==> src/rtl/hsperi_axi_master.sv <==
// hsperi_axi_master
// 64-bit AXI3-style initiator for the high-speed peripheral slave port.
// Turns a command / write-beat / read-beat stream into a single INCR burst
// of 1..16 beats with one transaction in flight. Write and read data are
// passed straight through; only the command fields are registered.
module hsperi_axi_master #(
    parameter logic [7:0] AXI_ID = 8'h00
) (
    input  logic        acr_clk,
    input  logic        acr_rst,      // async, active-low

    // command stream
    input  logic        cmd_valid,
    output logic        cmd_ready,
    input  logic        cmd_write,
    input  logic [31:0] cmd_addr,
    input  logic [3:0]  cmd_len,

    // write beat stream
    input  logic        wr_valid,
    output logic        wr_ready,
    input  logic [63:0] wr_data,
    input  logic [7:0]  wr_strb,

    // read beat stream
    output logic        rd_valid,
    input  logic        rd_ready,
    output logic [63:0] rd_data,
    output logic        rd_last,

    // completion / status
    output logic        done_valid,
    output logic        done_err,
    output logic        busy,

    // AXI write address
    output logic [31:0] axi_awaddr,
    output logic [3:0]  axi_awlen,
    output logic [2:0]  axi_awsize,
    output logic [1:0]  axi_awburst,
    output logic        axi_awlock,
    output logic [3:0]  axi_awcache,
    output logic [2:0]  axi_awprot,
    output logic        axi_awvalid,
    input  logic        axi_awready,

    // AXI write data
    output logic [63:0] axi_wdata,
    output logic [7:0]  axi_wstrb,
    output logic        axi_wlast,
    output logic        axi_wvalid,
    input  logic        axi_wready,

    // AXI write response
    input  logic [7:0]  axi_bid,
    input  logic [1:0]  axi_bresp,
    input  logic        axi_bvalid,
    output logic        axi_bready,

    // AXI read address
    output logic [7:0]  axi_arid,
    output logic [31:0] axi_araddr,
    output logic [3:0]  axi_arlen,
    output logic [2:0]  axi_arsize,
    output logic [1:0]  axi_arburst,
    output logic        axi_arlock,
    output logic [3:0]  axi_arcache,
    output logic [2:0]  axi_arprot,
    output logic        axi_arvalid,
    input  logic        axi_arready,

    // AXI read data
    input  logic [7:0]  axi_rid,
    input  logic [63:0] axi_rdata,
    input  logic [1:0]  axi_rresp,
    input  logic        axi_rlast,
    input  logic        axi_rvalid,
    output logic        axi_rready
);

    typedef enum logic [2:0] {
        S_IDLE = 3'd0,
        S_AW   = 3'd1,
        S_W    = 3'd2,
        S_B    = 3'd3,
        S_AR   = 3'd4,
        S_R    = 3'd5,
        S_DONE = 3'd6
    } state_t;

    state_t      r_state;
    state_t      w_state_nxt;

    logic [31:0] r_addr;      // beat-aligned start address
    logic [3:0]  r_len;       // beats minus 1
    logic [4:0]  r_cnt;       // beats handshaken so far; 5 bits so 16 fits
    logic        r_err;       // sticky error for the current transaction

    logic [4:0]  w_cnt_nxt;
    logic        w_err_nxt;
    logic        w_cmd_hs;
    logic        w_at_len;
    logic        w_b_bad;
    logic        w_r_bad;

    assign w_cmd_hs = cmd_valid && (r_state == S_IDLE);
    assign w_at_len = (r_cnt == {1'b0, r_len});

    // A response is bad if the slave flags an error or answers for another ID.
    // On reads, an rlast that disagrees with our own beat count is also bad.
    assign w_b_bad  = (axi_bresp != 2'b00) || (axi_bid != AXI_ID);
    assign w_r_bad  = (axi_rresp != 2'b00) || (axi_rid != AXI_ID) ||
                      (axi_rlast != w_at_len);

    // Fixed burst attributes: 8-byte beats, INCR, normal access.
    assign axi_awsize  = 3'b011;
    assign axi_awburst = 2'b01;
    assign axi_awlock  = 1'b0;
    assign axi_awcache = 4'b0011;
    assign axi_awprot  = 3'b000;
    assign axi_arsize  = 3'b011;
    assign axi_arburst = 2'b01;
    assign axi_arlock  = 1'b0;
    assign axi_arcache = 4'b0011;
    assign axi_arprot  = 3'b000;
    assign axi_arid    = AXI_ID;

    // Address channels present the registered command for the whole wait.
    assign axi_awaddr  = r_addr;
    assign axi_awlen   = r_len;
    assign axi_araddr  = r_addr;
    assign axi_arlen   = r_len;

    // Data is unbuffered; only the handshakes are gated by state.
    assign axi_wdata   = wr_data;
    assign axi_wstrb   = wr_strb;
    assign rd_data     = axi_rdata;

    // State register.
    always_ff @(posedge acr_clk or negedge acr_rst) begin
        if (!acr_rst) r_state <= S_IDLE;
        else          r_state <= w_state_nxt;
    end

    // Capture the command on acceptance; low address bits are dropped so
    // every burst starts on a beat boundary.
    always_ff @(posedge acr_clk or negedge acr_rst) begin
        if (!acr_rst) begin
            r_addr <= 32'h0;
            r_len  <= 4'h0;
        end else if (w_cmd_hs) begin
            r_addr <= cmd_addr & 32'hFFFF_FFF8;
            r_len  <= cmd_len;
        end
    end

    // Beat counter and sticky error, both updated from the FSM decode.
    always_ff @(posedge acr_clk or negedge acr_rst) begin
        if (!acr_rst) begin
            r_cnt <= 5'h0;
            r_err <= 1'b0;
        end else begin
            r_cnt <= w_cnt_nxt;
            r_err <= w_err_nxt;
        end
    end

    // Next-state and handshake decode for all channels.
    always_comb begin
        w_state_nxt = r_state;
        w_cnt_nxt   = r_cnt;
        w_err_nxt   = r_err;
        cmd_ready   = 1'b0;
        busy        = 1'b1;
        axi_awvalid = 1'b0;
        axi_wvalid  = 1'b0;
        axi_wlast   = 1'b0;
        wr_ready    = 1'b0;
        axi_bready  = 1'b0;
        axi_arvalid = 1'b0;
        axi_rready  = 1'b0;
        rd_valid    = 1'b0;
        rd_last     = 1'b0;
        done_valid  = 1'b0;
        done_err    = 1'b0;

        case (r_state)
            S_IDLE: begin
                cmd_ready = 1'b1;
                busy      = 1'b0;
                if (cmd_valid)
                    w_state_nxt = cmd_write ? S_AW : S_AR;
            end

            S_AW: begin
                axi_awvalid = 1'b1;
                if (axi_awready)
                    w_state_nxt = S_W;
            end

            S_W: begin
                axi_wvalid = wr_valid;
                wr_ready   = axi_wready;
                axi_wlast  = w_at_len;
                if (wr_valid && axi_wready) begin
                    w_cnt_nxt = r_cnt + 5'd1;
                    if (w_at_len)
                        w_state_nxt = S_B;
                end
            end

            S_B: begin
                axi_bready = 1'b1;
                if (axi_bvalid) begin
                    w_err_nxt   = r_err | w_b_bad;
                    w_state_nxt = S_DONE;
                end
            end

            S_AR: begin
                axi_arvalid = 1'b1;
                if (axi_arready)
                    w_state_nxt = S_R;
            end

            S_R: begin
                axi_rready = rd_ready;
                rd_valid   = axi_rvalid;
                rd_last    = axi_rlast;
                if (axi_rvalid && rd_ready) begin
                    w_cnt_nxt = r_cnt + 5'd1;
                    w_err_nxt = r_err | w_r_bad;
                    // Stop at whichever end arrives first: the slave's rlast
                    // or our own count. A mismatch was flagged above.
                    if (axi_rlast || w_at_len)
                        w_state_nxt = S_DONE;
                end
            end

            S_DONE: begin
                done_valid  = 1'b1;
                done_err    = r_err;
                w_cnt_nxt   = 5'h0;
                w_err_nxt   = 1'b0;
                w_state_nxt = S_IDLE;
            end

            default: begin
                w_state_nxt = S_IDLE;
            end
        endcase
    end

endmodule

==> config.mk <==
export PLATFORM = sky130hd
export DESIGN_NAME = hsperi_axi_master
export DESIGN_NICKNAME = d
export VERILOG_FILES = /design/src/rtl/hsperi_axi_master.sv
export SDC_FILE = /design/constraint.sdc
export NUM_CORES = 1
export LEC_CHECK = 0
export BUFFER_PORTS_ARGS = -buffer_cell sky130_fd_sc_hd__buf_4
export CAP_MARGIN = 20
export CORE_AREA = 4 4 178 180
export DETAILED_ROUTE_END_ITERATION = 16
export DIE_AREA = 0 0 182 184
export HOLD_SLACK_MARGIN = 0.02
export SKIP_CTS_REPAIR_TIMING = 1
export SLEW_MARGIN = 20
export SYNTH_ARGS = -nofsm -noshare
export SYNTH_HDL_FRONTEND = slang
export SYNTH_SLANG_ARGS = --single-unit
==> constraint.sdc <==
create_clock -name acr_clk -period 2.8 [get_ports acr_clk]
set_clock_uncertainty 0.2 [all_clocks]
set_input_delay 0.56 -clock acr_clk [delete_from_list [all_inputs] [get_ports acr_clk]]
set_output_delay 0.56 -clock acr_clk [all_outputs]
set_load 0.05 [all_outputs]
After elaboration in Yosys (flattened, before gate mapping)

Cells that the tools add are included.

Reduce and logical (&&, ||, !) cells: 17
Equal/unequal tests: 16
Mux-type cells: 29
Add/subtract/negate cells: 1
Bitwise logic cells: 2

Operators with widths:

| cell                                                                  | count |
|---|---|
| 3-bit two-way mux                                                     | 9 |
| 3-bit one-hot mux with 6 select lines                                 | 1 |
| 2-bit inequality test, second input constant                          | 8 |
| 8-bit nonzero test                                                    | 2 |
| 1-bit two-way mux                                                     | 15 |
| 5-bit one-hot mux with 3 select lines                                 | 1 |
| 5-bit two-way mux                                                     | 2 |
| 3-bit equality test, second input constant                            | 3 |
| 8-bit AND reduction                                                   | 1 |
| 3-bit by 2-bit equality test with 1-bit output, second input constant | 2 |
| 3-bit AND reduction                                                   | 2 |
| 3-bit nonzero test                                                    | 2 |
| 5-bit by 1-bit adder with 5-bit output, second input constant         | 1 |
| 5-bit by 4-bit equality test with 1-bit output                        | 1 |
| 1-bit logical OR                                                      | 4 |
| 2-bit nonzero test                                                    | 2 |
| 3-bit by 1-bit equality test with 1-bit output, second input constant | 1 |
| 1-bit logical AND                                                     | 3 |
| 3-bit zero test                                                       | 1 |
| 1-bit one-hot mux with 3 select lines                                 | 1 |
| 1-bit OR                                                              | 2 |
| 1-bit inequality test                                                 | 1 |

Register bits after elaboration: 42

Longest topological paths before layout

Gate-level depths: netlist (run 1).

Word-level depth: 6
Depth in mapped cells: 8

Worst setup path after synthesis (run 1)

OpenSTA, ideal clock, no wires.

Kind: reg-to-output
Start: reg r_len[0], in the netlist axi_arlen[0]
End: out axi_wlast
Cell stages (with the launch flop): 5
Slack: -467 ps
Data arrival time: 2,507 ps
Data required time: 2,040 ps
Cells stage by stage: dfrtp_1 > xor2_1 > nor2_1 > nand4_1 > nor4_1

Cells in the longest elaborated chain, start to end: 2

RTL lines:

| item                                           | line | text |
|---|---|---|
| start: declaration                             | 95   | `logic [3:0] r_len;` |
| start signal: assignment                       | 153  | `r_len <= cmd_len;` |
| 5-bit by 4-bit equality test with 1-bit output | 107  | `assign w_at_len = (r_cnt == {1'b0, r_len});` |
| 1-bit two-way mux                              | 187  | `case (r_state)` |
| end: declaration                               | 50   | `output logic axi_wlast,` |

Every way passes these cells.

Worst setup path after layout (run 1)

Start: reg r_cnt[0]
End: out axi_wlast

Cells in the longest elaborated chain, start to end: 2

RTL lines:

| item                                           | line | text |
|---|---|---|
| start: declaration                             | 96   | `logic [4:0] r_cnt;` |
| start signal: assignment                       | 163  | `r_cnt <= w_cnt_nxt;` |
| 5-bit by 4-bit equality test with 1-bit output | 107  |  |
| 1-bit two-way mux                              | 187  |  |

Every way passes these cells.

==> results.md, run 1 <==
- Outcome: finished clean
- Clock power share: 10.6%
- Core area: 0.0302 sq mm
- H-tree levels: 2
- Syn_area_per_cell: 9.49 sq um
- Flop pwr share: 21.6%
- Register area: 0.00105 sq mm
- Top cells by count, synth: 212 x buf_4, 42 x dfrtp_1, 35 x mux2_1, 10 x nand2_1
- Synth top area share: 44.5%
- WL/cell: 16.0 microns
- Share of cells above drive strength 1: 44.8%
- Initial Utilization: 11.8%
- Initial antenna violation count: 0
- Max-Slew Margin vs Limit: 57.4%
- R2R Path Start: r_state[1]$_DFFE_PN0P_
- Max-cap violations: 0
- Yosys reg bits: 42
- Min-delay worst type: primary input to asynchronous set/reset pin
- Worst Setup End Kind: output port
- CTS sink count: 42
- Final cell count without fillers: 749
- Mapped cell area: 0.00358 sq mm
- Peak supply drop: 0.511 mV
- Post-detailed-placement half-perimeter wirelength: 9900 microns
- Sequential share of the synthesized area: 29.4%
- Multi-input gate area: 0.00104 sq mm
- Setup ws final: 0.310 ns
- DRT iter0 DRCs: 31
- Worst Path Required: 2.04 ns
- DP Area: 0.00373 sq mm
- Critical Path Source Type: flop
- Compound-gate portion of the synthesized area: 3.11%
- Ys Warns: 0
- Most frequent cell after synthesis: buf_4
- IO Pins: 459
- Final setup fails: 0
- Min cycle time layout: 2.49 ns
- Sw power: 3.30 mW
- Cells after Synth: 377
- Max Root-Sink Buffers: 2
- Tcrit/Tclk final: 88.9%
- Pin count of the biggest net entering global routing: 43
- # rows: 64
- Total Wirelength: 12000 microns
- RSZ-0062 raised after global routing: no
- Post-synth top area cell: buf_4
- Die width: 182 microns
- Final hold vios: 0
- Vias/cell: 2.92
- Reg clk slew, reported paths: 0.07 ns
- Worst Setup Path Type: flop to output port
- Layout area overhead: 8.04%
- PortBufs: 143
- Post-synthesis simple-gate area fraction: 7.73%
- Buf/Inv on CP: 1
- Worst path slowest cell: dfrtp_1
- Final GP Congestion: 0.700
- CP delay by family, top: simple AND/OR/NAND/NOR gates
- Cell depth of the worst flop-to-flop path: 4
- Max-slew violations: 0
- Post-synth EDFFs: 0
- Switching share of power: 58.3%
- Leak: 1.77 nW
- Final Util: 12.8%
- CTS Buf Count: 5
- PwrDens: 1470 mW/mm^2
- DIE AREA: 0.0335 sq mm
- Pre-CTS setup slack: 0.558 ns
- Antenna-violating nets left: 0
- Total power: 5.67 mW
- Xor and xnor area share after synthesis: 0.979%
- Combinational power share: 67.9%
- Skew-Pair Late Insertion Delay: 0.30 ns
- Global route total overflow: 0
- Adder-cell share of the synthesized area: 0.700%
- Final instance area: 0.00386 sq mm
- Fillers: 3430
- Largest family of logic cells by synthesized area: buffers and inverters
- Max Fclk: 402 MHz
- Setup_tns: 0 ns
- First-pass GRT wire length: 15900 microns
- Most used DFF post-synth: dfrtp_1
- Antenna cells: 0
- Vias in the first global route: 2216
- Worst-margin pin slew: 0.639 ns
- Worst r2r dst: axi_araddr[25]$_DFFE_PN0P_
- R2R Setup Slk: 0.66 ns
- Synth top area cells: buf_4 44%, dfrtp_1 29%, mux2_1 11%
- Worst Path Max Fanout: 5
- Initial DRT Pass Iterations: 4
- DR DRC count: 0
- Synth unique cells: 38
- Multiplexer share of the synthesized area: 12.1%
- Worst hold margin: 0.0779 ns
- Nets: 559
- Placed cell count: 742
- Arrival time worst endpoint: 1.73 ns
- Detailed-route via count: 2187
- Post-synth ARST share: 100%
- P_int: 2.37 mW
- CTS tree: yes
- Critical-path cell list: xor2_1, nor2_1, nand4_1, nor4_2, buf_4
- CP peak stage delay: 0.43 ns
- Total Routing Usage GR: 6.69%
- Clk root buf: clkbuf_16
- Die Ht: 184 microns
cell usage in the layout, fill, tap and decap left out, types with 2 or more instances in the layout:
cell type  count
buf_4        147
dfrtp_1       42
conb_1        40
mux2_1        35
nand2_1       10
a21oi_1        6
and2_1         5
nand2b_1       5
clkbuf_16      5
nor2_1         4
inv_1          4
mux2i_1        4
xnor2_1        3
and3_1         3
nand3_1        3
o21ai_1        3
nand4_1        2
inv_2          2
nor2b_1        2
nor3_1         2
and3b_1        2
or4_1          2
nor4_1         2
ha_1           2
clkbuf_1       2
worst max-delay path by stage:
stage | startpoint | to | slack, ns | cells after the start
floorplan | axi_arlen[0]$_DFFE_PN0P_ | axi_wlast | 0.11 | 4
global placement | axi_bid[5] | r_err$_DFFE_PN0P_ | 0.59 | 5
detailed placement | r_state[1]$_DFFE_PN0P_ | axi_araddr[15]$_DFFE_PN0P_ | 0.56 | 4
CTS | r_cnt[0]$_DFFE_PN0P_ | axi_wlast | 0.25 | 5
global route | r_cnt[0]$_DFFE_PN0P_ | axi_wlast | 0.12 | 5
finish | r_cnt[0]$_DFFE_PN0P_ | axi_wlast | 0.31 | 5
cell families (layout without fill, tap and decap cells):
| family | Yosys count | after routing |
|---|---|---|
| mux | 39 | 39 |
| compound gates | 17 | 17 |
| xor+xnor | 4 | 4 |
| buf+inv | 223 | 161 |
| other cells | 2 | 40 |
| simple gates | 48 | 48 |
| fa+ha+maj | 2 | 2 |
| flops | 42 | 42 |
area by class of cell:
class,instances,area share (%)
multi-input combinational,150,26.9
sequential,42,27.2
tap,396,12.8
inverter,6,0.583
clock buffer,7,3.43
timing repair buffer,148,29.1
per-layer routing:
layer	vias to the layer above	routed length [microns]	track usage, %
met3	63	2250	5.50
met1	981	3600	5.92
li1	921	-	-
met4	0	635	4.50
met2	222	5460	10.3
met5	-	0	0
power by group through the flow:
stage | Combinational [mW] | Sequential, mW | Clock (mW)
6_report | 3.85 | 1.22 | 0.599
5_1_grt | 4.04 | 1.28 | 0.667
4_1_cts | 3.91 | 1.23 | 0.650
3_5_place_dp | 3.91 | 1.24 | 0
3_3_place_gp | 3.89 | 1.23 | 0
2_1_floorplan | 2.75 | 1.99 | 0
sequential cells by signal, indices dropped and copies added, names as in the netlist:
signal / cells
r_err: 1
r_state: 3
axi_arlen: 4
axi_araddr: 29
r_cnt: 5
Note: power is estimated with default switching activity, not from simulation.
==> run 2, diff against run 1 <==
--- a/config.mk
+++ b/config.mk
@@ -5,12 +5,14 @@
 export SDC_FILE = /design/constraint.sdc
 export NUM_CORES = 1
 export LEC_CHECK = 0
+export ABC_AREA = 1
 export BUFFER_PORTS_ARGS = -buffer_cell sky130_fd_sc_hd__buf_4
 export CAP_MARGIN = 20
-export CORE_AREA = 4 4 178 180
+export CORE_AREA = 4 4 175 177
 export DETAILED_ROUTE_END_ITERATION = 16
-export DIE_AREA = 0 0 182 184
+export DIE_AREA = 0 0 179 181
 export HOLD_SLACK_MARGIN = 0.02
+export PLACE_DENSITY_LB_ADDON = 0.15
 export SKIP_CTS_REPAIR_TIMING = 1
 export SLEW_MARGIN = 20
 export SYNTH_ARGS = -nofsm -noshare
==> results.md, run 2 <==
- RSZ-0062 raised after global routing: no
- CTS Buf Count: 5
- Ys Warns: 0
- Post-synth ARST share: 100%
- PortBufs: 143
- Fillers: 3337
- Worst-margin pin slew: 0.678 ns
- Initial DRT Pass Iterations: 4
- Die width: 179 microns
- R2R Setup Slk: 0.72 ns
- Synth unique cells: 23
- Combinational power share: 69.1%
- H-tree levels: 2
- Leak: 2.07 nW
- Core area: 0.0292 sq mm
- Critical Path Start: r_state[0]$_DFFE_PN0P_
- Share of cells above drive strength 1: 47.4%
- PwrDens: 1490 mW/mm^2
- Yosys reg bits: 42
- Setup_tns: 0 ns
- Detailed-route via count: 2311
- Most used DFF post-synth: dfrtp_1
- Final cell count without fillers: 799
- Commonest non-fill, non-tap cell in the layout: buf_4
- Clk root buf: clkbuf_16
- Switching share of power: 57.3%
- Final hold vios: 0
- Vias/cell: 2.89
- Final GP Congestion: 0.645
- Cells after Synth: 432
- Nets: 614
- DIE AREA: 0.0324 sq mm
- Worst Path Max Fanout: 6
- Worst Setup EP: done_err
- Post-detailed-placement half-perimeter wirelength: 8250 microns
- Pin count of the biggest net entering global routing: 43
- Most frequent cell after synthesis: buf_4
- DRT iter0 DRCs: 33
- Arrival time worst endpoint: 1.67 ns
- Sequential share of the synthesized area: 27.8%
- Reg clk slew, reported paths: 0.07 ns
- Skew-Pair Late Insertion Delay: 0.29 ns
- Syn_area_per_cell: 8.75 sq um
- IO Pins: 459
- Top cells by count, synth: 209 x buf_4, 42 x dfrtp_1, 38 x nand2_1, 34 x nor2_1, 27 x inv_1
- Layout area overhead: 6.66%
- Final setup fails: 0
- Global route total overflow: 0
- Synth top area cells: buf_4 42%, dfrtp_1 28%, mux2_4 9.5%
- Vias in the first global route: 2543
- Min cycle time layout: 2.43 ns
- Mapped cell area: 0.00378 sq mm
- Post-synth EDFFs: 0
- P_int: 2.57 mW
- Initial Utilization: 12.9%
- Placed cell count: 791
- WL/cell: 12.7 microns
- Worst Setup End Kind: output port
- Commonest non-fill, non-tap cells in the layout: 144 x buf_4, 42 x dfrtp_1, 40 x conb_1
- Die Ht: 181 microns
- CTS tree: yes
- R2R Path Start: axi_arlen[3]$_DFFE_PN0P_
- Initial antenna violation count: 0
- Flop pwr share: 20.6%
- Max-Slew Margin vs Limit: 54.8%
- Total power: 6.02 mW
- Outcome: finished clean
- Synth top area share: 41.5%
- Antenna-violating nets left: 0
- Max-cap violations: 0
- Max Fclk: 412 MHz
- Peak supply drop: 0.568 mV
- Clock power share: 10.3%
- Max FFs per register: 29
- CTS sink count: 42
- Cell depth of the worst flop-to-flop path: 11
- Post-synth top area cell: buf_4
- Final Util: 13.8%
- # rows: 63
- Tcrit/Tclk final: 86.7%
- Worst Path Required: 2.04 ns
- Total Routing Usage GR: 5.97%
- Antenna cells: 0
- Critical Path Source Type: flop
- Min-delay worst type: primary input to asynchronous set/reset pin
- DR DRC count: 0
- Max-slew violations: 0
- Worst Setup Path Type: flop to output port
- Max Root-Sink Buffers: 2
- First-pass GRT wire length: 15000 microns
- Total Wirelength: 10200 microns
- Worst hold margin: 0.0837 ns
- Worst r2r dst: r_state[0]$_DFFE_PN0P_
- Sw power: 3.45 mW
run 2: cell count changes in the layout (fill, tap and decap cells not counted), sizes merged, moves of 4 or more:
| cell | change |
|---|---|
| mux2i | -4 |
| a21oi | +4 |
| and2 | -6 |
| buf | -4 |
| mux2 | -5 |
| nand2 | +30 |
| inv | +22 |
| nor2 | +36 |
| nand3 | +13 |
| nand2b | -5 |
run 2: worst min-delay path by stage:
stage | slack (ns) | endpoint | startpoint | depth (start not counted)
after floorplan | 0.06 | axi_araddr[10]$_DFFE_PN0P_ | acr_rst | 0
after global placement | 0.33 | axi_araddr[26]$_DFFE_PN0P_ | axi_araddr[26]$_DFFE_PN0P_ | 1
after detailed placement | 0.33 | axi_araddr[26]$_DFFE_PN0P_ | axi_araddr[26]$_DFFE_PN0P_ | 1
after CTS | 0.11 | axi_arlen[3]$_DFFE_PN0P_ | acr_rst | 1
final | 0.08 | axi_arlen[3]$_DFFE_PN0P_ | acr_rst | 1
after global routing | 0.13 | axi_araddr[31]$_DFFE_PN0P_ | acr_rst | 1
run 2: final cells by class:
class | count | area [sq um] | share of cell area [%]
clock buffer | 6 | 139 | 3.45
clock inverter | 2 | 12.5 | 0.310
inverter | 28 | 105 | 2.61
multi-input combinational | 187 | 1150 | 28.6
sequential | 42 | 1050 | 26.1
tap | 390 | 488 | 12.1
timing repair buffer | 144 | 1080 | 26.8
run 2: cell families after synthesis:
family          Yosys count  share of synthesized area (%)
compound gates           17                           2.25
xor+xnor                  1                          0.232
fa+ha+maj                 2                          0.662
buf+inv                 241                           45.5
flops                    42                           27.8
mux                      30                           11.3
other cells               2                          0.199
simple gates             97                           12.0
run 2: routing by layer:
layer	global-route usage (%)	routed length (microns)
met1	6.13	3470
met2	9.83	4760
met3	2.45	1280
met4	4.11	656
met5	0	0
run 2: stage by stage:
step	instance area, sq um	setup slack [ns]
final	4030	0.372
after global routing	4030	0.170
after CTS	4030	0.293
after detailed placement	3880	0.622
after global placement	3880	0.594
after floorplan	3920	0.0281
run 2: critical path, stage by stage (launching register included):
cell and delay [ns]:
dfrtp_1 0.48, inv_1 0.15, nand2_1 0.09, nor2_2 0.15, inv_1 0.15, nor2_1 0.12, buf_4 0.22
run 2: power by group through the flow:
stage | combinational, mW | sequential [mW] | clock, mW
after floorplan | 3.11 | 2.02 | 0
after global placement | 4.24 | 1.24 | 0
after detailed placement | 4.23 | 1.26 | 0
after CTS | 4.23 | 1.26 | 0.664
after global routing | 4.41 | 1.31 | 0.685
final | 4.16 | 1.24 | 0.622
